[src/rtl/mem_req_queue_pkg.sv]
// Shared memory-controller types: request entry layout, address split and a saturating counter helper.
// Used by mem_req_queue, mem_req_fifo and mem_req_queue_if.
package mem_ctrlr_pkg;

    localparam int BANK_W = 2;
    localparam int ROW_W  = 12;
    localparam int COL_W  = 8;
    localparam int ADDR_W = 22;
    localparam int DATA_W = 16;

    typedef struct packed {
        logic              write;
        logic [BANK_W-1:0] bank;
        logic [ROW_W-1:0]  row;
        logic [COL_W-1:0]  col;
        logic [DATA_W-1:0] data;
    } mem_req_t;

    typedef struct packed {
        logic [BANK_W-1:0] bank;
        logic [ROW_W-1:0]  row;
        logic [COL_W-1:0]  col;
    } addr_fields_t;

    // Word address layout is {bank, row, col}, bank in the top bits.
    function automatic addr_fields_t split_addr(input logic [ADDR_W-1:0] addr);
        addr_fields_t f;
        f.bank = addr[ADDR_W-1 -: BANK_W];
        f.row  = addr[COL_W +: ROW_W];
        f.col  = addr[COL_W-1:0];
        return f;
    endfunction

    function automatic logic [15:0] sat_inc16(input logic [15:0] v, input logic en);
        return (en && (v != 16'hFFFF)) ? v + 16'd1 : v;
    endfunction

endpackage

[src/rtl/mem_req_queue_if.sv]
// Host request / SDRAM command bundle for mem_req_queue.
// Optional statistics outputs exist only when MEM_REQ_QUEUE_STATS_EN is defined.
interface mem_req_queue_if #(parameter int DEPTH = 8);
    import mem_ctrlr_pkg::*;

    logic                    we;
    logic                    re;
    logic [ADDR_W-1:0]       addr;
    logic [DATA_W-1:0]       data_in;
    logic                    ready;
    logic                    proto_err;
    logic                    cmd_valid;
    logic                    cmd_ready;
    logic                    cmd_write;
    logic [BANK_W-1:0]       cmd_bank;
    logic [ROW_W-1:0]        cmd_row;
    logic [COL_W-1:0]        cmd_col;
    logic [DATA_W-1:0]       cmd_data;
    logic                    cmd_row_hit;
    logic                    close_all;
    logic [$clog2(DEPTH):0]  count;
`ifdef MEM_REQ_QUEUE_STATS_EN
    logic [15:0]             stat_reads;
    logic [15:0]             stat_writes;
    logic [15:0]             stat_hits;
    logic [15:0]             stat_full;

    modport slave (
        input  we, re, addr, data_in, cmd_ready, close_all,
        output ready, proto_err, cmd_valid, cmd_write, cmd_bank, cmd_row, cmd_col,
               cmd_data, cmd_row_hit, count,
               stat_reads, stat_writes, stat_hits, stat_full
    );
    modport master (
        output we, re, addr, data_in, cmd_ready, close_all,
        input  ready, proto_err, cmd_valid, cmd_write, cmd_bank, cmd_row, cmd_col,
               cmd_data, cmd_row_hit, count,
               stat_reads, stat_writes, stat_hits, stat_full
    );
`else
    modport slave (
        input  we, re, addr, data_in, cmd_ready, close_all,
        output ready, proto_err, cmd_valid, cmd_write, cmd_bank, cmd_row, cmd_col,
               cmd_data, cmd_row_hit, count
    );
    modport master (
        output we, re, addr, data_in, cmd_ready, close_all,
        input  ready, proto_err, cmd_valid, cmd_write, cmd_bank, cmd_row, cmd_col,
               cmd_data, cmd_row_hit, count
    );
`endif

endinterface

[src/rtl/mem_req_fifo.sv]
// Show-ahead FIFO of mem_req_t with explicit occupancy count.
// Caller guarantees no push when full and no pop when empty.
module mem_req_fifo
    import mem_ctrlr_pkg::*;
#(
    parameter int DEPTH = 8,
    localparam int PTR_W = $clog2(DEPTH),
    localparam int CNT_W = PTR_W + 1
) (
    input  logic             clk_i,
    input  logic             rst_n_i,
    input  logic             push_i,
    input  mem_req_t         din_i,
    input  logic             pop_i,
    output mem_req_t         dout_o,
    output logic [CNT_W-1:0] count_o
);

    mem_req_t         mem_q [DEPTH];
    logic [PTR_W-1:0] wr_ptr_q, wr_ptr_d;
    logic [PTR_W-1:0] rd_ptr_q, rd_ptr_d;
    logic [CNT_W-1:0] count_q, count_d;

    always_comb begin
        wr_ptr_d = push_i ? wr_ptr_q + 1'b1 : wr_ptr_q;
        rd_ptr_d = pop_i  ? rd_ptr_q + 1'b1 : rd_ptr_q;
        count_d  = count_q + CNT_W'(push_i) - CNT_W'(pop_i);
    end

    always_ff @(posedge clk_i) begin
        if (!rst_n_i) begin
            wr_ptr_q <= '0;
            rd_ptr_q <= '0;
            count_q  <= '0;
        end else begin
            wr_ptr_q <= wr_ptr_d;
            rd_ptr_q <= rd_ptr_d;
            count_q  <= count_d;
        end
    end

    // Storage deliberately has no reset; only the pointers define what is valid.
    always_ff @(posedge clk_i) begin
        if (push_i) begin
            mem_q[wr_ptr_q] <= din_i;
        end
    end

    assign dout_o  = mem_q[rd_ptr_q];
    assign count_o = count_q;

endmodule

[src/rtl/mem_req_queue.sv]
// Host request queue in front of the SDRAM command core: FIFO, address split, open-row hint, protocol error flag.
// Define MEM_REQ_QUEUE_STATS_EN to add saturating read/write/hit/full statistics counters.
module mem_req_queue
    import mem_ctrlr_pkg::*;
#(
    parameter int DEPTH = 8
) (
    input  logic              clock,
    input  logic              reset_n,
    mem_req_queue_if.slave    bus
);

    localparam int CNT_W = $clog2(DEPTH) + 1;
    localparam int NBANK = 1 << BANK_W;

    addr_fields_t     fields;
    mem_req_t         enq_entry;
    mem_req_t         head;
    logic [CNT_W-1:0] count;
    logic             ready;
    logic             cmd_valid;
    logic             push;
    logic             pop;
    logic             row_hit;
    logic             proto_err_q;
    logic [NBANK-1:0] row_vld_q;
    logic [ROW_W-1:0] row_tag_q [NBANK];

    always_comb begin
        fields    = split_addr(bus.addr);
        enq_entry = '{write: bus.we, bank: fields.bank, row: fields.row,
                      col: fields.col, data: bus.data_in};
    end

    assign ready     = (count != CNT_W'(DEPTH));
    assign cmd_valid = (count != '0);
    assign push      = (bus.we ^ bus.re) && ready;
    assign pop       = cmd_valid && bus.cmd_ready;

    mem_req_fifo #(.DEPTH(DEPTH)) u_fifo (
        .clk_i   (clock),
        .rst_n_i (reset_n),
        .push_i  (push),
        .din_i   (enq_entry),
        .pop_i   (pop),
        .dout_o  (head),
        .count_o (count)
    );

    always_ff @(posedge clock) begin
        if (!reset_n) begin
            proto_err_q <= 1'b0;
        end else if (bus.we && bus.re) begin
            proto_err_q <= 1'b1;
        end
    end

    // close_all outranks a same-cycle dequeue so the bank just touched stays closed.
    always_ff @(posedge clock) begin
        if (!reset_n) begin
            row_vld_q <= '0;
        end else if (bus.close_all) begin
            row_vld_q <= '0;
        end else if (pop) begin
            row_vld_q[head.bank] <= 1'b1;
        end
    end

    always_ff @(posedge clock) begin
        if (pop) begin
            row_tag_q[head.bank] <= head.row;
        end
    end

    assign row_hit = cmd_valid && row_vld_q[head.bank] && (row_tag_q[head.bank] == head.row);

    assign bus.ready       = ready;
    assign bus.proto_err   = proto_err_q;
    assign bus.cmd_valid   = cmd_valid;
    assign bus.cmd_write   = head.write;
    assign bus.cmd_bank    = head.bank;
    assign bus.cmd_row     = head.row;
    assign bus.cmd_col     = head.col;
    assign bus.cmd_data    = head.data;
    assign bus.cmd_row_hit = row_hit;
    assign bus.count       = count;

`ifdef MEM_REQ_QUEUE_STATS_EN
    logic [15:0] stat_reads_q;
    logic [15:0] stat_writes_q;
    logic [15:0] stat_hits_q;
    logic [15:0] stat_full_q;

    always_ff @(posedge clock) begin
        if (!reset_n) begin
            stat_reads_q  <= '0;
            stat_writes_q <= '0;
            stat_hits_q   <= '0;
            stat_full_q   <= '0;
        end else begin
            stat_reads_q  <= sat_inc16(stat_reads_q,  pop && !head.write);
            stat_writes_q <= sat_inc16(stat_writes_q, pop && head.write);
            stat_hits_q   <= sat_inc16(stat_hits_q,   pop && row_hit);
            stat_full_q   <= sat_inc16(stat_full_q,   (bus.we || bus.re) && !ready);
        end
    end

    assign bus.stat_reads  = stat_reads_q;
    assign bus.stat_writes = stat_writes_q;
    assign bus.stat_hits   = stat_hits_q;
    assign bus.stat_full   = stat_full_q;
`endif

endmodule

[src/flat_wrapper.sv]
// flat-port wrapper written by rule: the top's interface ports become plain ports
module mem_req_queue_flat import mem_ctrlr_pkg::*;
#(
    parameter int DEPTH = 8
)
  (clock, reset_n, bus_we, bus_re, bus_addr, bus_data_in, bus_cmd_ready, bus_close_all, bus_ready, bus_proto_err, bus_cmd_valid, bus_cmd_write, bus_cmd_bank, bus_cmd_row, bus_cmd_col, bus_cmd_data, bus_cmd_row_hit, bus_count);
  mem_req_queue_if #(.DEPTH(DEPTH)) bus_i ();
  input  logic clock;
  input  logic reset_n;
  input wire logic [$bits(bus_i.we)-1:0] bus_we;
  input wire logic [$bits(bus_i.re)-1:0] bus_re;
  input wire logic [$bits(bus_i.addr)-1:0] bus_addr;
  input wire logic [$bits(bus_i.data_in)-1:0] bus_data_in;
  input wire logic [$bits(bus_i.cmd_ready)-1:0] bus_cmd_ready;
  input wire logic [$bits(bus_i.close_all)-1:0] bus_close_all;
  output wire logic [$bits(bus_i.ready)-1:0] bus_ready;
  output wire logic [$bits(bus_i.proto_err)-1:0] bus_proto_err;
  output wire logic [$bits(bus_i.cmd_valid)-1:0] bus_cmd_valid;
  output wire logic [$bits(bus_i.cmd_write)-1:0] bus_cmd_write;
  output wire logic [$bits(bus_i.cmd_bank)-1:0] bus_cmd_bank;
  output wire logic [$bits(bus_i.cmd_row)-1:0] bus_cmd_row;
  output wire logic [$bits(bus_i.cmd_col)-1:0] bus_cmd_col;
  output wire logic [$bits(bus_i.cmd_data)-1:0] bus_cmd_data;
  output wire logic [$bits(bus_i.cmd_row_hit)-1:0] bus_cmd_row_hit;
  output wire logic [$bits(bus_i.count)-1:0] bus_count;
  assign bus_i.we = bus_we;
  assign bus_i.re = bus_re;
  assign bus_i.addr = bus_addr;
  assign bus_i.data_in = bus_data_in;
  assign bus_i.cmd_ready = bus_cmd_ready;
  assign bus_i.close_all = bus_close_all;
  assign bus_ready = bus_i.ready;
  assign bus_proto_err = bus_i.proto_err;
  assign bus_cmd_valid = bus_i.cmd_valid;
  assign bus_cmd_write = bus_i.cmd_write;
  assign bus_cmd_bank = bus_i.cmd_bank;
  assign bus_cmd_row = bus_i.cmd_row;
  assign bus_cmd_col = bus_i.cmd_col;
  assign bus_cmd_data = bus_i.cmd_data;
  assign bus_cmd_row_hit = bus_i.cmd_row_hit;
  assign bus_count = bus_i.count;
  mem_req_queue #(.DEPTH(DEPTH)) u_core (.clock(clock), .reset_n(reset_n), .bus(bus_i));
endmodule
[config.mk]
export PLATFORM = sky130hd
export DESIGN_NAME = mem_req_queue_flat
export DESIGN_NICKNAME = d
export VERILOG_FILES = /design/src/rtl/mem_req_queue_pkg.sv /design/src/rtl/mem_req_queue_if.sv /design/src/rtl/mem_req_fifo.sv /design/src/rtl/mem_req_queue.sv /design/src/flat_wrapper.sv
export SDC_FILE = /design/constraint.sdc
export NUM_CORES = 1
export LEC_CHECK = 0
export ABC_AREA = 1
export CAP_MARGIN = 10
export CORE_ASPECT_RATIO = 0.6
export CORE_MARGIN = 2
export CORE_UTILIZATION = 40
export CTS_CLUSTER_SIZE = 25
export DETAILED_ROUTE_END_ITERATION = 16
export PLACE_DENSITY_LB_ADDON = 0.05
export SETUP_SLACK_MARGIN = 0.15
export SLEW_MARGIN = 20
export SYNTH_ARGS = -nofsm -noshare
export SYNTH_HDL_FRONTEND = slang
export SYNTH_HIERARCHICAL = 1
export SYNTH_SLANG_ARGS = --single-unit
[constraint.sdc]
create_clock -name clock -period 8.67 [get_ports clock]
set_input_delay 1.734 -clock clock [delete_from_list [all_inputs] [get_ports clock]]
set_output_delay 1.734 -clock clock [all_outputs]
set_load 0.05 [all_outputs]
==> results.toml, run 1 <==
[power_and_ir_drop]
p_leak_nw = 8.49
switchingPower_w = 0.00238
power_density_nw_per_um2 = 320
swShare = 0.387
internal_power_w = 0.00376
clkPwrFrac = 0.256
p_comb_frac = 0.367
vdd_ir_drop_max_mv = 0.161
seqPwrFrac = 0.378

[cells_and_area]
antenna_cells = 0
drive_above_1_share = 0.0542
fin_nets = 1818
area_growth_pct = 15.6
final_common_cell = "nand2_1"
layout_common_cells = "nand2_1 (661), edfxtp_1 (360), inv_1 (339), nand3_1 (164), clkdlybuf4s50_1 (90)"
n_fill_cell = 3798

[grt]
grt_antenna_before_repair = 1
grt_pass1_wl_um = 61600
grtUsageTotal = 0.187
grt_max_degree = 96
grt_pass1_vias = 10400
gr-total-overflow = 0

[critical_path]
worstSetupPathType = "reg -> out"
worstPathArrival_ns = 4.52
worst_setup_path_end_kind = "output port"
cp-start-kind = "flop"
critPathRequiredTime_ns = 6.94
worstPathMaxFanout = 30

[sta]
finalCritPeriodShare = 0.721
tightest_slew_ns = 0.850
slew_violations = 0
rsz0062_at_grt = "false"
min_period_ns = 6.25
fmax_mhz = 160
whs_ns = 0.484
slew_headroom = 0.431
finalSetupViolations = 0
finalSetupTns_ns = 0
finalHoldViolCount = 0
final.setup_skew_ns = 0.0136

[floorplanning]
core_region_area_um2 = 40700
dieArea_um2 = 43200
top_level_ports = 91
die_w_um = 267
die_y_um = 162
start_util = 0.408
rows = 57

[clock_tree]
post-cts-setup-buffers = 0
cts_tree = "yes"
cts_made_buffers = 38
numClockSinks = 378
hold_buffers = 0
clk_pin_slew_ns = 0.06
root_buffer = "clkbuf_16"
clock_path_buffers = 3
htreeDepth = 2
cts_resized = 0
clock_latency_ns = 0.53

[logic_synthesis]
syn_avg_cell_area_um2 = 9.87
syn-instance-count = 1681
ys_warn_count = 6
seq_area_frac_synth = 0.673
synth.largest_area_cell = "edfxtp_1"
synth_cell_types = 28
synth.top_cells.by_area = "edfxtp_1 (65%), nand2_1 (15%), inv_1 (7.7%)"
synth_area_um2 = 16600
syn_nets = 1733
ys_seq_elements = 378
synth_top_area_frac = 0.651

[drt]
wl_per_cell_um = 16.6
wl_met2_um = 16800
antenna_left = 0
met1_length_um = 20000
vias_per_cell = 4.54
dr.pass1.iters = 7
highest_layer = "met4"
drt_iter0_markers = 760
drcViolationCount = 0
vias = 10700
routed_wl_um = 39100
routed-wl-met3_um = 1610

[hold_path]
hold_path.class = "reg -> reg"

[placed_design]
hpwl_um = 21000
port_buffers = 90
place_congestion = 0.763

[run_status]
outcome = "finished, final reports clean"

[flow_run]
max_cap_violations = 0
power by group through the flow:
| stage | sequential (W) | clock (W) | combinational [W] |
|---|---|---|---|
| after floorplan | 0.00234 | 0 | 0.00161 |
| after global placement | 0.00236 | 0 | 0.00226 |
| after detailed placement | 0.00236 | 0 | 0.00227 |
| after CTS | 0.00232 | 0.00162 | 0.00228 |
| after global routing | 0.00234 | 0.00168 | 0.00250 |
| final | 0.00232 | 0.00157 | 0.00225 |
Yosys cell counts:
library cell and instances:
edfxtp_1 360, or2_2 3, o21ai_1 1, o21ba_2 4, a21oi_1 8, ha_1 7, inv_1 340, xnor2_1 1
buf_6 6, nor3_1 3, inv_2 3, nand2_2 1, buf_8 1, nand2_1 661, nor2_1 26, buf_12 1
buf_4 15, nand3_1 164, clkbuf_1 9, dfxtp_1 18, nand3b_1 4, fa_1 1, o21ai_0 6, and2_1 1
xor2_1 1, nor2_2 1, buf_1 4, buf_2 31
registers in the layout, indices dropped and copies added, names as in the netlist, named ones only:
register and cells:
u_core/row_vld_q 4, u_core/u_fifo/wr_ptr_q 3, u_core/row_tag_q 48, u_core/u_fifo/count_o 4, u_core/u_fifo/rd_ptr_q 3, u_core/bus.proto_err 1
u_core/u_fifo/mem_q 312
per-layer routing:
metal | vias up | track usage
li1 | 5411 | -
met1 | 5013 | 0.281
met2 | 203 | 0.285
met3 | 48 | 0.0305
met4 | 0 | 0.0414
met5 | - | 0
path summary, 6_finish.rpt:
kind | cells after the start | startpoint | to | slack (ns)
setup / recovery | 17 | flop | bus_cmd_row_hit | 2.42
hold / removal | 1 | u_core/row_vld_q[2] | u_core/row_vld_q[2] | 0.48
setup reg to reg | 9 | flop | u_core/row_tag_q[2][9] | 5.02
hold reg to reg | 1 | u_core/row_vld_q[2] | u_core/row_vld_q[2] | 0.48
critical path, cell delays in order, from the launching register on:
cell and delay, ns:
dfxtp_2 0.57, buf_4 0.51, inv_2 0.23, nand2_1 0.13, nand2_1 0.05, buf_4 0.25, inv_2 0.47, nand2_1 0.11
nand2_1 0.10, nand2_1 0.07, nand2_1 0.08, nand2_1 0.04, nand2_1 0.06, nand2_1 0.04, nor2_1 0.23, nand2_1 0.11
nor2_2 0.09, clkdlybuf4s50_1 0.80
logic make-up after synthesis:
| kind of cell | share of synthesized area |
|---|---|
| buffers and inverters | 0.103 |
| xor gates and xnor gates | 0.00106 |
| and+or+nand+nor | 0.210 |
| DFF | 0.673 |
| adders and majority gates | 0.00648 |
| AOI/OAI and AO/OA | 0.00693 |
area by class of cell:
cell class	instances	area, um^2	share of cell area
Clock buffer	55	1080	0.0562
Clock inverter	10	71.3	0.00372
Inverter	343	1290	0.0674
Multi-Input combinational cell	893	3800	0.198
Sequential cell	378	11200	0.583
Tap cell	560	701	0.0365
Timing Repair Buffer	112	1070	0.0556
through the flow:
stage / std cells / utilization / area, um^2 / total power [W] / setup WS, ns
after floorplan: 1681 / - / 16600 / 0.00395 / 4.04
after global placement: 2286 / 0.443 / 18000 / 0.00462 / 2.76
after detailed placement: 2286 / 0.443 / 18000 / 0.00462 / 2.73
after CTS: 2351 / 0.471 / 19200 / 0.00621 / 2.15
after global routing: 2351 / 0.471 / 19200 / 0.00652 / 2.00
final: 2351 / 0.471 / 19200 / 0.00614 / 2.42
Note: power is estimated with default switching activity, not from simulation.
==> run 2, diff against run 1 <==
- clock period: 8.67 -> 5.2 ns (I/O delays scaled with it)
==> results.toml, run 2 (same netlist as run 1, synthesis figures left out) <==
[critical_path]
crit_buf_inv = 4
worstSetupPathType = "reg -> out"
slowest_stage = "dfxtp_4"
reg2reg_slack_ns = 2.30
worstPathArrival_ns = 3.47
worst_setup_path_end_kind = "output port"
worstPathMaxFanout = 50
cp-start-kind = "flop"
critPathRequiredTime_ns = 4.16
worst_path_largest_cell_delay_ns = 0.48
r2r-end = "u_core/row_tag_q[1][9]"
r2r_cells = 10
cp_cell_sequence = "inv_4 > nand2_1 > nand3_1 > nand2_1 > nand2_1 > nand2_1 > buf_4 > inv_2 > nand2_1 > nand2_1 > nand2_1 > nand2_1 > nand2_1 > nor2_1 > nand2_1 > nor2_1 > nand2_1 > nor2_2 > buf_12"
path_delay_family = "simple AND/OR/NAND/NOR gates"
crit_top_cell = "nand2_1"

[floorplanning]
rows = 57
core_region_area_um2 = 40700
top_level_ports = 91
die_y_um = 162
die_w_um = 267
dieArea_um2 = 43200
start_util = 0.408

[drt]
antenna_left = 0
vias = 10800
routed_wl_um = 39000
dr.pass1.iters = 4
drcViolationCount = 0
wl_per_cell_um = 16.5
drt_iter0_markers = 680
vias_per_cell = 4.55

[sta]
fmax_mhz = 222
final.setup_skew_ns = 0.0122
tightest_slew_ns = 0.950
finalCritPeriodShare = 0.868
finalSetupTns_ns = 0
slew_headroom = 0.367
finalSetupViolations = 0
finalHoldViolCount = 0
slew_violations = 0
rsz0062_at_grt = "false"
min_period_ns = 4.51

[cells_and_area]
final_common_cell = "nand2_1"
n_fill_cell = 3788
multi_input_area_um2 = 3800
area_growth_pct = 16.4
largestRegisters = "u_core/u_fifo/mem_q (312), u_core/row_tag_q (48)"
drive_above_1_share = 0.0576
regMostFlops = "u_core/u_fifo/mem_q"
layout_common_cells = "nand2_1 (661), edfxtp_1 (360), inv_1 (339), nand3_1 (164), clkdlybuf4s50_1 (88)"
fin_nets = 1826
largest_reg_flops = 312
register_area_um2 = 11200
stdcell_area_um2 = 19300

[clock_tree]
clk_pin_slew_ns = 0.06
numClockSinks = 378
cts_tree = "yes"
post-cts-setup-buffers = 0
cts_resized = 0
hold_buffers = 0
clock_path_buffers = 3
htreeDepth = 2
root_buffer = "clkbuf_16"
clock_latency_ns = 0.54
cts_made_buffers = 39

[placed_design]
placed_cell_area_um2 = 18100
place_congestion = 0.729
port_buffers = 90
hpwl_um = 21200

[power_and_ir_drop]
p_leak_nw = 8.55
power_density_nw_per_um2 = 531
vdd_ir_drop_max_mv = 0.263

[grt]
grt_max_degree = 83
grt_pass1_vias = 10300
gr-total-overflow = 0
grt_antenna_before_repair = 1
grtUsageTotal = 0.186
grt_pass1_wl_um = 61500

[flow_run]
max_cap_violations = 0

[hold_path]
holdPathStages = 2
hold_path.class = "reg -> reg"
hold_end = "u_core/bus.proto_err"
worstHoldStart = "u_core/bus.proto_err"

[run_status]
outcome = "finished, final reports clean"
-- run 2: layer usage --
metal	track usage	up-vias	routed length (um)
li1	-	5436	-
met4	0.0432	2	631
met2	0.280	187	16700
met3	0.0302	55	1630
met1	0.283	5087	20000
met5	0	-	12
-- run 2: how the worst max path moves through the flow --
stage / to / cells past startpoint / start / slack [ns]
finish: bus_cmd_row_hit / 19 / flop / 0.69
global route: bus_cmd_row_hit / 19 / flop / 0.21
CTS: bus_cmd_row_hit / 19 / flop / 0.63
detailed placement: u_core/u_fifo/mem_q[4][35] / 7 / bus_we / 1.21
global placement: u_core/u_fifo/mem_q[4][4] / 7 / bus_we / 1.23
floorplan: u_core/u_fifo/mem_q[0][0] / 6 / u_core/u_fifo/count_o[1] / 1.18
-- run 2: power by group --
part / switching [W] / internal, W / leakage, nW / total, W
clock: 0.00114 / 0.00153 / 0.581 / 0.00267
sequential: 0.000118 / 0.00373 / 3.42 / 0.00385
combinational: 0.00268 / 0.00107 / 4.55 / 0.00375
total: 0.00393 / 0.00633 / 8.55 / 0.0103
-- run 2: worst reg2reg max path: cells and delay by family, from the launching register on --
| family | cells | cell delay [ns] |
|---|---|---|
| buffers and inverters | 4 | 1.06 |
| AND/OR/NAND/NOR | 6 | 0.91 |
| flip-flops | 1 | 0.62 |
-- run 2: cell type report --
type,instances,share of cell area
Clock inverter,20,0.00680
Tap cell,560,0.0363
Multi-Input combinational cell,893,0.197
Timing Repair Buffer,119,0.0596
Antenna cell,1,0.000130
Clock buffer,51,0.0551
Inverter,343,0.0668
Sequential cell,378,0.579
-- run 2: stage by stage --
step	cells	hold slack, ns	setup slack, ns	utilization	power, W
finish	2365	0.496	0.685	0.474	0.0103
global route	2364	0.530	0.210	0.474	0.0109
CTS	2364	0.493	0.632	0.474	0.0104
detailed placement	2293	0.463	1.21	0.445	0.00771
global placement	2293	0.461	1.23	0.445	0.00770
floorplan	1681	0.458	1.18	-	0.00659
==> RTL edit: new RTL, flow settings as in run 1 <==
Change the package constant `BANK_W` from 2 to 3.
--- a/src/rtl/mem_req_queue_pkg.sv
+++ b/src/rtl/mem_req_queue_pkg.sv
@@ -4,3 +4,3 @@
 
-    localparam int BANK_W = 2;
+    localparam int BANK_W = 3;
     localparam int ROW_W  = 12;
Ports: changed (resized bus_cmd_bank); port bits go from 91 to 92. No check against the original RTL was run, so the function may have changed too.
==> RTL edit against run 1 <==
- sequential cell count up 60
- highest routed layer unchanged
- non-clock buffer count fell by 4
- sequential power increased by 17%
- largest power group is now combinational cells
- critical path depth shrank 1
- power rose by 22%
- utilization decreased by 0.63 points
- synthesized area grew 23%
- worst setup slack worse by 350 ps
- die area up 22%
- design area increased by 21%
- clock power is 18% higher
- register-to-register slack lost 330 ps
- routed wire length grew 20%
==> RTL edit: results (changes against run 1) <==
[clock_tree]
cts.path.max_buffers = 3  ; unchanged
clk_pin_slew_ps = 60  ; about the same
cts_buffers = 44  ; was 38
cts_setup_buffers = 0  ; unchanged
clk_latency_ps = 560  ; was 530 ps
root_buffer = clkbuf_16  ; unchanged

[grt]
grt_start_max_net_pins = 119  ; was 96
antenna_found_initial = 0  ; was 1
track_usage_pct = 18.10  ; was 18.68%
grt_pass1_wl_um = 72040  ; was 61560 µm
grt_pass1_vias = 11850  ; was 10370

[detailed_routing]
finalWirelength_um = 47000  ; was 39090 µm
drtIter0Drc = 748  ; was 760
drtPass1Iterations = 6  ; was 7
routedWlPerCell_um = 17.19  ; was 16.63 µm
viasPerCell = 4.511  ; was 4.541

[place]
port_buffers = 91  ; was 90
place_hpwl_um = 24910  ; was 21020 µm
dpl_cell_area_um2 = 21770  ; was 18030 µm²
place_inst = 2654  ; was 2286
place.gp.congestion = 0.7360  ; was 0.7629

[yosys]
synth_ff_type = edfxtp_1  ; unchanged
synthTopCellsByCount = nand2_1 (572), inv_1 (421), edfxtp_1 (416)  ; was nand2_1 (661), edfxtp_1 (360), inv_1 (340)
synth_seq_area_share_pct = 63.59  ; was 67.29%
synth_nets = 1992  ; was 1733
yosysWarnings = 6  ; unchanged
synth_cell_type_count = 31  ; was 28
synth_area_leaders = edfxtp_1 (61%), nand2_1 (11%), inv_1 (7.8%), nand2_4 (4.4%), nand3_2 (4.0%)  ; was edfxtp_1 (65%), nand2_1 (15%), inv_1 (7.7%), nand3_1 (4.9%), dfxtp_1 (2.2%)
synth_edf_count = 416  ; was 360
postSynthAreaPerCell_um2 = 10.48  ; was 9.875 µm²
async_reset_ff_share_pct = 0  ; unchanged

[final_layout]
regArea_um2 = 12940  ; was 11180 µm²
n_fill_cell = 4663  ; was 3798
reg_top3 = u_core/u_fifo/mem_q (320), u_core/row_tag_q (96), u_core/row_vld_q (8)  ; was u_core/u_fifo/mem_q (312), u_core/row_tag_q (48)
nets = 2070  ; was 1818
drive_gt1_share_pct = 13.44  ; was 5.416%

[status]
outcome = finished, final reports clean  ; unchanged

[power_and_ir_drop]
p_leak_nw = 10.08  ; was 8.485 nW
ir_worst_vdd_mv = 0.2183  ; was 0.1611 mV

[worst_setup_path]
worstRegToRegCells = 9  ; unchanged
crit_path_top_delay_cell = dfxtp_4  ; was clkdlybuf4s50_1
cp_max_fo = 49  ; was 30
critPathMaxStageDelay_ps = 870  ; was 800 ps
arrival_ps = 4870  ; was 4520 ps

[sta]
tightest_slew_ps = 1118  ; was 850.0 ps
finalClockSkew_ps = 19.04  ; was 13.57 ps

[min_path]
whs_path_depth = 2  ; was 1
min_path_type = flip-flop to flip-flop  ; unchanged

RTL edit: worst paths after layout:
kind                                          start                     end  slack (ps)
worst max-delay path                      flip-flop         bus_cmd_row_hit        2070
worst min-delay path            u_core/row_vld_q[6]     u_core/row_vld_q[6]         460
worst max register to register            flip-flop  u_core/row_tag_q[2][0]        4690
worst min register to register  u_core/row_vld_q[6]     u_core/row_vld_q[6]         460
RTL edit: through the flow:
| stage | hold slack, ps | total power, mW | setup WS (ps) |
|---|---|---|---|
| 2_1_floorplan | 435.4 | 4.885 | 3884 |
| 3_3_place_gp | 449.2 | 5.668 | 2583 |
| 3_5_place_dp | 455.8 | 5.680 | 2585 |
| 4_1_cts | 465.4 | 7.563 | 1990 |
| 5_1_grt | 482.4 | 7.925 | 1692 |
| 6_report | 464.9 | 7.458 | 2066 |
RTL edit: critical path: cells and delay by family, from the launching register on:
kind                   cells  cell delay, ps
buffers and inverters      3            1760
AND/OR/NAND/NOR           13            1650
flip-flops                 1             870
RTL edit: power breakdown:
part           leakage [nW]  switching [mW]  internal, mW
registers              3.95          0.0862          2.62
clock network         0.670           0.802          1.06
logic                  5.46            2.06         0.831
total                  10.1            2.95          4.51
RTL edit: area by class of cell:
class                           instances  share of cell area [%]
Sequential cell                       438                   55.88
Multi-Input combinational cell       1002                   23.06
Inverter                              424                   6.937
Clock buffer                           57                   5.143
Timing Repair Buffer                  108                   4.484
Tap cell                              682                   3.685
Clock inverter                         24                  0.8104
RTL edit: kinds of logic (layout without fill, tap and decap cells):
family	count (synthesis)	in the layout	share of synthesized area (%)
adder cells (fa/ha/maj)	8	8	0.5291
flip-flops	438	438	63.59
AND/OR/NAND/NOR	956	956	24.18
XOR/XNOR	2	2	0.08615
buffers and inverters	500	613	10.58
AO/OA/AOI/OAI	36	36	1.034
RTL edit: metal layers:
metal  track usage (%)  up-vias  routed length [µm]
li1                  -     6220                   -
met1             27.30     5892               24200
met2             27.88      169               20460
met3             2.479       56                1656
met4             3.765        0                 684
met5                 0        -                   0
